$ cat config.mk
export PLATFORM = sky130hd
export DESIGN_NAME = capture_seq_ctrl
export DESIGN_NICKNAME = d
export VERILOG_FILES = /design/src/rtl/capture_pkg.sv /design/src/rtl/cap_watchdog.sv /design/src/rtl/capture_seq_ctrl.sv
export SDC_FILE = /design/constraint.sdc
export NUM_CORES = 1
export LEC_CHECK = 0
export ABC_AREA = 0
export CORE_MARGIN = 2
export CORE_UTILIZATION = 45
export DETAILED_ROUTE_END_ITERATION = 7
export HOLD_SLACK_MARGIN = 0.06
export PLACE_DENSITY_LB_ADDON = 0.25
export REMOVE_ABC_BUFFERS = 1
export SETUP_SLACK_MARGIN = 0.2
export SKIP_CTS_REPAIR_TIMING = 1
export SYNTH_ARGS = -nofsm -noshare
export SYNTH_HDL_FRONTEND = slang
export SYNTH_SLANG_ARGS = --single-unit
$ cat constraint.sdc
create_clock -name iCLK -period 6.34 [get_ports iCLK]
set_input_delay 1.902 -clock iCLK [delete_from_list [all_inputs] [get_ports iCLK]]
set_output_delay 1.902 -clock iCLK [all_outputs]
set_load 0.02 [all_outputs]
$ cat src/rtl/capture_pkg.sv
// Shared types and default constants for the capture sequencer.
package capture_pkg;

  typedef enum logic [2:0] {
    ST_IDLE      = 3'd0,
    ST_ARM       = 3'd1,
    ST_CLEAR     = 3'd2,
    ST_CAPTURE   = 3'd3,
    ST_NORM_WAIT = 3'd4,
    ST_PRESENT   = 3'd5,
    ST_ERROR     = 3'd6
  } cap_state_t;

  localparam int CAP_TIMEOUT_CYC = 2_000_000;
  localparam int CAP_Y_LAST      = 464;
  localparam int IMG_PIXELS      = 784;

  // Busy covers every state between arming and handing off the image.
  function automatic logic cap_is_busy(cap_state_t s);
    return (s != ST_IDLE) && (s != ST_ERROR);
  endfunction

endpackage

$ cat src/rtl/cap_watchdog.sv
// Frame watchdog: up-counter with clear and enable, flags the terminal count.
module cap_watchdog
  import capture_pkg::*;
#(
  parameter int TIMEOUT_CYC = CAP_TIMEOUT_CYC
) (
  input  logic iCLK,
  input  logic iRST,
  input  logic clr,
  input  logic en,
  output logic tc
);

  localparam int WD_W = (TIMEOUT_CYC > 1) ? $clog2(TIMEOUT_CYC) : 1;

  logic [WD_W-1:0] count_reg;

  // Count enabled cycles; clear wins so a fresh arm always starts at zero.
  always_ff @(posedge iCLK or negedge iRST) begin
    if (!iRST)
      count_reg <= '0;
    else if (clr)
      count_reg <= '0;
    else if (en)
      count_reg <= count_reg + WD_W'(1);
  end

  // Exact terminal compare; the FSM leaves the counting states on this pulse,
  // so the counter never runs past it.
  assign tc = en && (count_reg == WD_W'(TIMEOUT_CYC - 1));

endmodule

$ cat src/rtl/capture_seq_ctrl.sv
// Frame-level sequencer for the crop/downsample/normalize path.
module capture_seq_ctrl
  import capture_pkg::*;
#(
  parameter int TIMEOUT_CYC = CAP_TIMEOUT_CYC,
  parameter int CLR_CYC     = 2,
  parameter int Y_LAST      = CAP_Y_LAST,
  parameter int FCNT_W      = 16
) (
  input  logic              iCLK,
  input  logic              iRST,
  input  logic              iStart,
  input  logic              iContinuous,
  input  logic              iFrameStart,
  input  logic              iDVAL,
  input  logic [9:0]        iY,
  input  logic              iCropDone,
  input  logic              iImgAck,
  output logic              oBufRst,
  output logic              oCapEn,
  output logic              oImgValid,
  output logic              oBusy,
  output logic              oTimeout,
  output logic [FCNT_W-1:0] oFrameCnt,
  output logic [2:0]        oState
);

  cap_state_t state_reg;
  cap_state_t state_next;
  logic [3:0] clr_cnt_reg;
  logic       clr_done;
  logic       past_last_row;
  logic       wd_clr;
  logic       wd_en;
  logic       wd_tc;

  assign clr_done      = (clr_cnt_reg == 4'(CLR_CYC - 1));
  assign past_last_row = iDVAL && (iY > 10'(Y_LAST));

  // Watchdog runs only while a frame is being acquired, restarts on ARM entry.
  assign wd_en  = (state_reg == ST_ARM) || (state_reg == ST_CLEAR) ||
                  (state_reg == ST_CAPTURE) || (state_reg == ST_NORM_WAIT);
  assign wd_clr = (state_next == ST_ARM) && (state_reg != ST_ARM);

  cap_watchdog #(
    .TIMEOUT_CYC (TIMEOUT_CYC)
  ) u_watchdog (
    .iCLK (iCLK),
    .iRST (iRST),
    .clr  (wd_clr),
    .en   (wd_en),
    .tc   (wd_tc)
  );

  // Next-state decode; crop completion outranks every other event.
  always_comb begin
    state_next = state_reg;
    case (state_reg)
      ST_IDLE:
        if (iStart || iContinuous) state_next = ST_ARM;
      ST_ARM:
        if (wd_tc)            state_next = ST_ERROR;
        else if (iFrameStart) state_next = ST_CLEAR;
      ST_CLEAR:
        if (wd_tc)         state_next = ST_ERROR;
        else if (clr_done) state_next = ST_CAPTURE;
      ST_CAPTURE:
        if (iCropDone)          state_next = ST_PRESENT;
        else if (wd_tc)         state_next = ST_ERROR;
        else if (past_last_row) state_next = ST_NORM_WAIT;
        else if (iFrameStart)   state_next = ST_ERROR;
      ST_NORM_WAIT:
        if (iCropDone)                 state_next = ST_PRESENT;
        else if (wd_tc || iFrameStart) state_next = ST_ERROR;
      ST_PRESENT:
        if (iImgAck) state_next = iContinuous ? ST_ARM : ST_IDLE;
      ST_ERROR:
        if (iStart) state_next = ST_ARM;
      default:
        state_next = ST_IDLE;
    endcase
  end

  // State, clear counter and outputs, all registered from the next state.
  always_ff @(posedge iCLK or negedge iRST) begin
    if (!iRST) begin
      state_reg   <= ST_IDLE;
      clr_cnt_reg <= '0;
      oBufRst     <= 1'b0;
      oCapEn      <= 1'b0;
      oImgValid   <= 1'b0;
      oBusy       <= 1'b0;
      oTimeout    <= 1'b0;
      oFrameCnt   <= '0;
      oState      <= 3'd0;
    end else begin
      state_reg   <= state_next;
      clr_cnt_reg <= (state_reg == ST_CLEAR) ? clr_cnt_reg + 4'd1 : 4'd0;
      oBufRst     <= (state_next == ST_CLEAR);
      oCapEn      <= (state_next == ST_CAPTURE);
      oImgValid   <= (state_next == ST_PRESENT);
      oBusy       <= cap_is_busy(state_next);
      oTimeout    <= (state_next == ST_ERROR);
      oState      <= state_next;
      if ((state_reg == ST_PRESENT) && iImgAck)
        oFrameCnt <= oFrameCnt + FCNT_W'(1);
    end
  end

endmodule

==> metrics.cfg, run 1 <==
[status]
outcome=completed

[global_routing]
grt_antenna_before_repair=0
grt_max_degree=50
grt_overflow=0
grt_first_pass_wirelength_mm=8.12
grt_pass1_vias=1726
track_usage_pct=16.6

[synth]
synth-seq-area-share_pct=48.5
synth-compound-area-share_pct=8.77
syn_area_per_cell_um2=10.1
synth-main-ff-cell=dfrtp_1
syn-instance-count=250
synth_top_family_by_area=simple AND/OR/NAND/NOR gates
yosys.area_share.simple_pct=24.1
synth_xor_area_share_pct=12.8
synthDistinctLibCells=49
synthArstFlopShare_pct=100
yosys_register_bits=49
synth_edf_count=0
synthAdderAreaFrac_pct=1.98
synth.cell_area_um2=2530
synth-warning-count=0
synth_mux_area_share_pct=0.842

[placement]
dp_hpwl_mm=3.37
dp_slack_ns=1.58
io_buffers=41
place.gp.congestion=0.792
place_area_um2=2970
dp.cells=355

[cts]
h-tree-depth=2
cts-root-buf=clkbuf_8
cts.clk_slew.worst_paths_ns=0.09
cts_tree=yes
clk_latency_ns=0.30
cts_buffer_depth=2
cts_sinks=49
cts_made_buffers=5

[die]
core_um2=5470
die_h_um=78.9
die_w_um=78.9
initial_core_util_pct=46.2
fp-row-count=27
ioPinCount=42
die_area_um2=6230

[timing]
finalCriticalPeriod_ns=4.39
fmax_ghz=0.228
setup_viol_count_final=0
setup_slack_ns=1.95
final.setup_skew_ns=0.00636
post-route-period-util_pct=69.3
worst_pin_slew_ns=1.11
slew_viol_final=0
final.setup.tns_ns=0
grt_setup_unrepaired=false
slew_headroom_pct=26.3
hold_viol_final=0

[critical_path]
critPathMaxStageDelay_ns=1.01
worst_setup_path_start_kind=input port
critPathTopFamily=compound AO/OA/AOI/OAI gates
endpoint_kind=register
slowest_stage=a2111oi_4
worst-path-buf-inv=1
r2r_cells=8
crit_path_start=iFrameStart
critPathArrivalTime_ns=4.54
path_cells=clkdlybuf4s50_1 > or4b_1 > o41ai_4 > a21oi_1 > a22o_1 > a2111oi_4 > nor2_1
reg2reg_from=state_reg[0]$_DFF_PN0_
path_max_fanout=21
crit_cells=7
crit_type=in -> reg
cp_data_required_time_ns=6.48

[pwr]
ir_drop_v=0.000253
power_leakage_nw=1.33
power.density_nw_per_um2=302

[detailed_routing]
route.detailed.drc=0
first_pass_iters=6
routed-via-count=1860
postRouteAntennaNets=0
routed_wl_mm=4.72
via_per_inst=5.12
avgRoutedWirePerCell_um=13.0
drt_iter0_markers=103

[layout]
stdcell_count=363
final_core_util_pct=55.9
largest_register_ffs=21
num_antenna_cells=0
fin_area_um2=3060
nets=312
drive_above_1_share_pct=5.50
area_growth_pct=21.1

[worst_hold_path]
holdPathStages=1
hold_path_class=reg -> reg
worst_hold_startpoint=oFrameCnt[15]$_DFFE_PN0P_

[job]
maxCapViolCount=0

==> power breakdown <==
part,switching [W],total [W],internal (W)
clock,0.000102,0.000181,0.0000787
sequential,0.0000590,0.000408,0.000349
combinational,0.000184,0.000336,0.000153
total,0.000345,0.000925,0.000580
==> per-layer routing <==
metal	wire length, µm	track usage [%]	share of wire [%]	vias up
li1	-	-	-	940
met1	2310	22.5	49	878
met2	2210	26.3	47	34
met3	153	4.77	3.2	8
met4	56	4.14	1.2	0
met5	0	0	0	-
==> cell usage in the layout, fill, tap and decap left out, types with 2 or more instances in the layout <==
master / synthesis / routed
a21oi_1: 4 / 4
and2_1: 3 / 3
and3_1: 9 / 9
and4_1: 3 / 3
clkbuf_8: 0 / 5
clkdlybuf4s50_1: 0 / 40
dfrtp_1: 49 / 49
ha_1: 4 / 4
inv_1: 5 / 5
nand2_1: 17 / 17
nand2b_1: 5 / 5
nand3_1: 18 / 18
nand3b_1: 2 / 2
nand4_1: 5 / 5
nor2_1: 42 / 42
nor3_1: 4 / 4
nor3b_1: 4 / 4
o211ai_1: 2 / 2
o21ai_0: 2 / 2
xnor2_1: 18 / 18
xor2_1: 19 / 19
==> Yosys cell counts (all sizes together), types with 2 or more instances <==
cell | n | share of area (%)
nand2b | 5 | 1.2
and2 | 3 | 0.74
clkbuf | 4 | 0.59
nand3 | 18 | 3.6
inv | 5 | 0.74
nor3b | 4 | 1.2
ha | 4 | 2.0
nand3b | 2 | 0.59
nand2 | 17 | 2.5
xnor2 | 18 | 6.2
a21oi | 4 | 0.79
nand4 | 5 | 1.2
xor2 | 19 | 6.6
buf | 5 | 1.6
o211ai | 2 | 0.59
dfrtp | 49 | 49
nor3 | 4 | 0.79
and3 | 9 | 2.2
o21ai | 2 | 0.40
and4 | 3 | 1.0
nor2 | 42 | 6.2
==> stage by stage <==
step | total power [W] | hold slack, ns
2_1_floorplan | 0.000627 | 0.457
3_3_place_gp | 0.000750 | 0.459
3_5_place_dp | 0.000753 | 0.466
4_1_cts | 0.000936 | 0.483
5_1_grt | 0.000991 | 0.510
6_report | 0.000925 | 0.479
==> final cells by class <==
cell class	count	area, µm²
clock buffers	6	72.6
clock inverters	2	13.8
fillers	492	2410
inverters	5	18.8
multi-input cells	187	1230
flip-flops and latches	49	1230
well taps	72	90.1
repair buffers	42	413
==> kinds of logic after synthesis <==
logic type / count (synthesis)
simple gates: 120
flops: 49
xor+xnor: 37
compound gates: 24
buf+inv: 14
fa+ha+maj: 4
mux: 2
==> final timing paths <==
kind                                                        end  slack [ns]
max                        u_watchdog.count_reg[10]$_DFFE_PN0P_        1.95
min                                   oFrameCnt[15]$_DFFE_PN0P_        0.48
max reg2reg                u_watchdog.count_reg[10]$_DFFE_PN0P_        3.15
min reg2reg                           oFrameCnt[15]$_DFFE_PN0P_        0.48
max in group asynchronous  u_watchdog.count_reg[10]$_DFFE_PN0P_        3.90
min in group asynchronous              clr_cnt_reg[1]$_DFF_PN0_        1.79
Power figures use the tool's default switching activity.
==> run 2, diff against run 1 <==
Clock period 6.34 ns to 3.9 ns, I/O delays scaled along.
==> run 2 against run 1 <==
Core utilization grew 0.55 points. Worst setup slack got worse by 1.2 ns. Hold slack gained 0.0019 ns. Sequential cell count stayed put. Critical path depth increased by 1. Count of clock-buffer cells in the layout decreased by 1. Design area up 0.98%. Sequential share of layout area down 0.39 points. Clock power is 67% higher. Global-route usage grew 0.29 points. Wire length up 0.15%. Critical path type unchanged. Critical endpoint is now u_watchdog.count_reg[5]$_DFFE_PN0P_.
==> metrics.cfg, run 2 (synthesis gave the netlist of run 1 again) <==
[critical_path]
reg2reg_slack_ns=1.22  ; was 3.15 ns
crit_type=in -> reg  ; unchanged
critPathArrivalTime_ns=3.36  ; was 4.54 ns
reg2reg_from=state_reg[0]$_DFF_PN0_  ; unchanged
r2r_cells=9  ; was 8
cp_data_required_time_ns=4.08  ; was 6.48 ns
worst_setup_path_start_kind=input port  ; unchanged
path_max_fanout=21  ; unchanged
endpoint_kind=register  ; unchanged
reg2reg_to=u_watchdog.count_reg[5]$_DFFE_PN0P_  ; was u_watchdog.count_reg[10]$_DFFE_PN0P_

[die]
die_area_um2=6230  ; unchanged
die_h_um=78.9  ; unchanged
core_um2=5470  ; unchanged
ioPinCount=42  ; unchanged
die_w_um=78.9  ; unchanged
initial_core_util_pct=46.2  ; unchanged
fp-row-count=27  ; unchanged

[detailed_routing]
routed_wl_mm=4.73  ; was 4.72 mm
avgRoutedWirePerCell_um=12.9  ; was 13.0 µm
route.detailed.drc=0  ; unchanged
first_pass_iters=4  ; was 6
via_per_inst=5.11  ; was 5.12
drt_iter0_markers=133  ; was 103
routed-via-count=1872  ; was 1860
postRouteAntennaNets=0  ; unchanged

[cts]
cts_tree=yes  ; unchanged
cts-root-buf=clkbuf_8  ; unchanged
clk_latency_ns=0.30  ; about the same
h-tree-depth=2  ; unchanged
cts_made_buffers=5  ; unchanged
cts_buffer_depth=2  ; unchanged
cts_sinks=49  ; unchanged
cts.clk_slew.worst_paths_ns=0.10  ; was 0.09 ns

[pwr]
seqPwrFrac_pct=43.3  ; was 44.1%
power.density_nw_per_um2=494  ; was 302 nW/µm²
ir_drop_v=0.000375  ; was 0.000253 V
p_sw_w=0.000571  ; was 0.000345 W
comb_power_share_pct=36.9  ; was 36.4%
pwr-share-clk_pct=19.8  ; was 19.5%
internal_power_w=0.000957  ; was 0.000580 W
p_sw_share_pct=37.4  ; was 37.3%
power_leakage_nw=1.34  ; was 1.33 nW

[worst_hold_path]
worst_hold_startpoint=oFrameCnt[15]$_DFFE_PN0P_  ; unchanged
holdPathStages=1  ; unchanged
holdPathEnd=oFrameCnt[15]$_DFFE_PN0P_  ; unchanged
hold_path_class=reg -> reg  ; unchanged

[timing]
hold_viol_final=0  ; unchanged
slew_viol_final=0  ; unchanged
slew_headroom_pct=52.3  ; was 26.3%
final.setup.tns_ns=0  ; unchanged
fmax_ghz=0.314
grt_setup_unrepaired=false  ; unchanged
final.setup_skew_ns=0.0127  ; was 0.00636 ns
post-route-period-util_pct=81.5
worst_pin_slew_ns=0.716  ; was 1.11 ns
finalCriticalPeriod_ns=3.18
setup_viol_count_final=0  ; unchanged
hold_slack_ns=0.480  ; was 0.479 ns

[placement]
io_buffers=41  ; unchanged
dp.cells=358  ; was 355
place.gp.congestion=0.800  ; was 0.792
dp_hpwl_mm=3.49  ; was 3.37 mm

[layout]
area_growth_pct=22.3  ; was 21.1%
final_cell_mix=dfrtp_1 (49), nor2_1 (42), clkdlybuf4s50_1 (40)  ; unchanged
layout_commonest_cell=dfrtp_1  ; unchanged
largest_register_ffs=21  ; unchanged
num_antenna_cells=0  ; unchanged
drive_above_1_share_pct=6.80  ; was 5.50%
nets=315  ; was 312
stdcell_count=366  ; was 363

[global_routing]
track_usage_pct=16.8  ; was 16.6%
grt_pass1_vias=1833  ; was 1726
grt_antenna_before_repair=0  ; unchanged
grt_first_pass_wirelength_mm=8.36  ; was 8.12 mm
grt_max_degree=34  ; was 50
grt_overflow=0  ; unchanged

[job]
maxCapViolCount=0  ; unchanged

[status]
outcome=completed  ; unchanged

[run 2: changes by cell type in the layout (fill, tap and decap cells not counted), sizes merged]
cell,previous run,this run
clkinvlp,0,1
buf,2,5
clkbuf,6,5
[run 2: how the worst max path moves through the flow]
stage,from,end,depth (start not counted)
2_1_floorplan,iY[0],u_watchdog.count_reg[0]$_DFFE_PN0P_,6
3_3_place_gp,iFrameStart,u_watchdog.count_reg[18]$_DFFE_PN0P_,8
3_5_place_dp,iFrameStart,u_watchdog.count_reg[13]$_DFFE_PN0P_,8
4_1_cts,iFrameStart,u_watchdog.count_reg[5]$_DFFE_PN0P_,8
5_1_grt,iY[0],u_watchdog.count_reg[5]$_DFFE_PN0P_,9
6_report,iFrameStart,u_watchdog.count_reg[5]$_DFFE_PN0P_,8
[run 2: per-layer routing]
metal / vias up / GRT usage [%] / share of wire (%)
met1: 901 / 23.2 / 49
met3: 5 / 3.52 / 2.8
met4: 0 / 4.14 / 0.68
met2: 22 / 27.4 / 48
li1: 944 / - / -
met5: - / 0 / 0
[run 2: worst max-delay path, cell delays in order]
cell and delay (ns):
clkdlybuf4s50_1 0.49, or4b_1 0.55, o41ai_4 0.09, a21oi_1 0.12
a22o_1 0.23, a2111oi_4 0.33, buf_4 0.29, nor2_1 0.08
[run 2: layout make-up]
type                            count  area (µm²)
Sequential cell                    49        1230
Clock inverter                      3        25.0
Tap cell                           72        90.1
Fill cell                         501        2380
Timing Repair Buffer               45         435
Inverter                            5        18.8
Multi-Input combinational cell    187        1230
Clock buffer                        5        68.8
[run 2: power by group through the flow]
stage / Combinational [W] / Clock, W / Sequential [W]
2_1_floorplan: 0.000320 / 0 / 0.000699
3_3_place_gp: 0.000562 / 0 / 0.000669
3_5_place_dp: 0.000569 / 0 / 0.000672
4_1_cts: 0.000570 / 0.000314 / 0.000661
5_1_grt: 0.000626 / 0.000335 / 0.000678
6_report: 0.000564 / 0.000303 / 0.000661
[run 2: per-stage QoR]
stage / worst slack [ns] / utilization, % / power [W] / instance area, µm²
after floorplan: 0.763 / - / 0.00102 / 2470
after global placement: 0.414 / 54.8 / 0.00123 / 3000
after detailed placement: 0.394 / 54.8 / 0.00124 / 3000
after CTS: 0.723 / 56.5 / 0.00155 / 3090
after global routing: 0.546 / 56.5 / 0.00164 / 3090
final: 0.720 / 56.5 / 0.00153 / 3090
==> run 3, diff against run 2 <==
Clock period 3.9 ns to 3.25 ns, I/O delays scaled along.
==> run 3 against run 2 <==
Via count increased by 0.48%. Total power increased by 21%. Largest cell class unchanged. Critical path type unchanged. Die area unchanged.
==> metrics.cfg, run 3 (synthesis gave the netlist of run 1 again) <==
[status]
outcome=completed  ; unchanged

[die]
die_w_um=78.9  ; unchanged
initial_core_util_pct=46.2  ; unchanged
core_um2=5470  ; unchanged
die_h_um=78.9  ; unchanged
die_area_um2=6230  ; unchanged
fp-row-count=27  ; unchanged
ioPinCount=42  ; unchanged

[timing]
slew_headroom_pct=60.0  ; was 52.3%
hold_slack_ns=0.478  ; was 0.480 ns
final.setup.tns_ns=0  ; unchanged
worst_pin_slew_ns=0.600  ; was 0.716 ns
finalCriticalPeriod_ns=2.87
post-route-period-util_pct=88.3
slew_viol_final=0  ; unchanged
setup_viol_count_final=0  ; unchanged
fmax_ghz=0.349
grt_setup_unrepaired=false  ; unchanged
final.setup_skew_ns=0.00667  ; was 0.0127 ns
setup_slack_ns=0.382  ; was 0.720 ns
hold_viol_final=0  ; unchanged

[pwr]
comb_power_share_pct=37.7  ; was 36.9%
power_leakage_nw=1.35  ; was 1.34 nW
pwr-share-clk_pct=19.5  ; was 19.8%
internal_power_w=0.00117  ; was 0.000957 W
ir_drop_v=0.000541  ; was 0.000375 V
p_sw_share_pct=36.9  ; was 37.4%
seqPwrFrac_pct=42.8  ; was 43.3%
power.density_nw_per_um2=597  ; was 494 nW/µm²
p_sw_w=0.000684  ; was 0.000571 W

[detailed_routing]
avgRoutedWirePerCell_um=12.5  ; was 12.9 µm
drt_iter0_markers=90  ; was 133
routed_wl_mm=4.60  ; was 4.73 mm
first_pass_iters=6  ; was 4
postRouteAntennaNets=0  ; unchanged
via_per_inst=5.11  ; about the same
routed-via-count=1881  ; was 1872
route.detailed.drc=0  ; unchanged

[layout]
area_growth_pct=22.9  ; was 22.3%
layout_commonest_cell=dfrtp_1  ; unchanged
nFillCells=488  ; was 501
num_antenna_cells=0  ; unchanged
fin_area_um2=3110  ; was 3090 µm²
drive_above_1_share_pct=7.43  ; was 6.80%
largest_register_ffs=21  ; unchanged
nets=317  ; was 315
stdcell_count=368  ; was 366
multi_input_area_um2=1230  ; unchanged
final_cell_mix=dfrtp_1 (49), nor2_1 (42), clkdlybuf4s50_1 (40)  ; unchanged
regArea_um2=1230  ; unchanged

[critical_path]
worst_setup_path_start_kind=input port  ; unchanged
crit_type=in -> reg  ; unchanged
path_max_fanout=11  ; was 21
path_cells=clkdlybuf4s50_1 > o41a_1 > o211ai_1 > a21oi_1 > a22o_1 > a2111oi_4 > buf_4 > nor2_1  ; was clkdlybuf4s50_1 > or4b_1 > o41ai_4 > a21oi_1 > a22o_1 > a2111oi_4 > buf_4 > nor2_1
worst-path-buf-inv=2  ; unchanged
critPathArrivalTime_ns=3.06  ; was 3.36 ns
cp_data_required_time_ns=3.44  ; was 4.08 ns
endpoint_kind=register  ; unchanged
critPathTopFamily=compound AO/OA/AOI/OAI gates  ; was buffers and inverters
slowest_stage=o41a_1  ; was or4b_1
critPathMaxStageDelay_ns=0.43  ; was 0.55 ns

[global_routing]
grt_first_pass_wirelength_mm=8.15  ; was 8.36 mm
grt_overflow=0  ; unchanged
grt_pass1_vias=1822  ; was 1833
grt_max_degree=45  ; was 34
track_usage_pct=16.2  ; was 16.8%
grt_antenna_before_repair=0  ; unchanged

[cts]
cts_buffer_depth=2  ; unchanged
cts_sinks=49  ; unchanged
h-tree-depth=2  ; unchanged
cts-root-buf=clkbuf_8  ; unchanged
clk_latency_ns=0.30  ; about the same
cts_made_buffers=5  ; unchanged
cts.clk_slew.worst_paths_ns=0.09  ; was 0.10 ns
cts_tree=yes  ; unchanged

[placement]
dp.cells=360  ; was 358
io_buffers=41  ; unchanged
dp_slack_ns=0.0637  ; was 0.394 ns
place.gp.congestion=0.764  ; was 0.800
dp_hpwl_mm=3.37  ; was 3.49 mm
place_area_um2=3010  ; was 3000 µm²

[worst_hold_path]
hold_path_class=in -> async  ; was reg -> reg

[job]
maxCapViolCount=0  ; unchanged

-- run 3: changes by cell type in the layout (fill, tap and decap cells not counted) --
cell | before | now
buf_4 | 4 | 6
-- run 3: routing by layer --
| metal | GRT usage (%) | share of wire, % |
|---|---|---|
| met3 | 3.41 | 3.6 |
| met4 | 4.66 | 1.3 |
| met1 | 22.6 | 49 |
| met5 | 0 | 0 |
| met2 | 25.7 | 46 |
-- run 3: final cells by class --
type | instances | area share, %
timing repair buffer | 47 | 14.5
sequential | 49 | 39.5
clock buffer | 5 | 2.22
inverter | 5 | 0.604
multi-input combinational | 187 | 39.5
tap | 72 | 2.90
clock inverter | 3 | 0.806
-- run 3: final timing paths --
kind	startpoint	to	slack, ns	depth (start not counted)
worst min register to register	oFrameCnt[15]$_DFFE_PN0P_	oFrameCnt[15]$_DFFE_PN0P_	0.48	1
max in group asynchronous	iRST	u_watchdog.count_reg[0]$_DFFE_PN0P_	2.02	2
worst min-delay path	iRST	clr_cnt_reg[2]$_DFF_PN0_	0.48	1
worst max-delay path	iY[0]	u_watchdog.count_reg[9]$_DFFE_PN0P_	0.38	8
min in group iCLK	oFrameCnt[15]$_DFFE_PN0P_	oFrameCnt[15]$_DFFE_PN0P_	0.48	1
worst max register to register	state_reg[1]$_DFF_PN0_	u_watchdog.count_reg[9]$_DFFE_PN0P_	0.68	7
-- run 3: through the flow --
| step | util, % | total power [W] |
|---|---|---|
| global route | 56.7 | 0.00198 |
| global placement | 55.0 | 0.00150 |
| CTS | 56.7 | 0.00188 |
| detailed placement | 55.0 | 0.00151 |
| floorplan | - | 0.00122 |
| finish | 56.7 | 0.00185 |
-- run 3: power groups by stage --
| stage | combinational, W | sequential, W | clock (W) |
|---|---|---|---|
| final | 0.000699 | 0.000792 | 0.000362 |
| after global routing | 0.000767 | 0.000813 | 0.000400 |
| after CTS | 0.000706 | 0.000791 | 0.000382 |
| after detailed placement | 0.000704 | 0.000804 | 0 |
| after global placement | 0.000695 | 0.000802 | 0 |
| after floorplan | 0.000384 | 0.000839 | 0 |
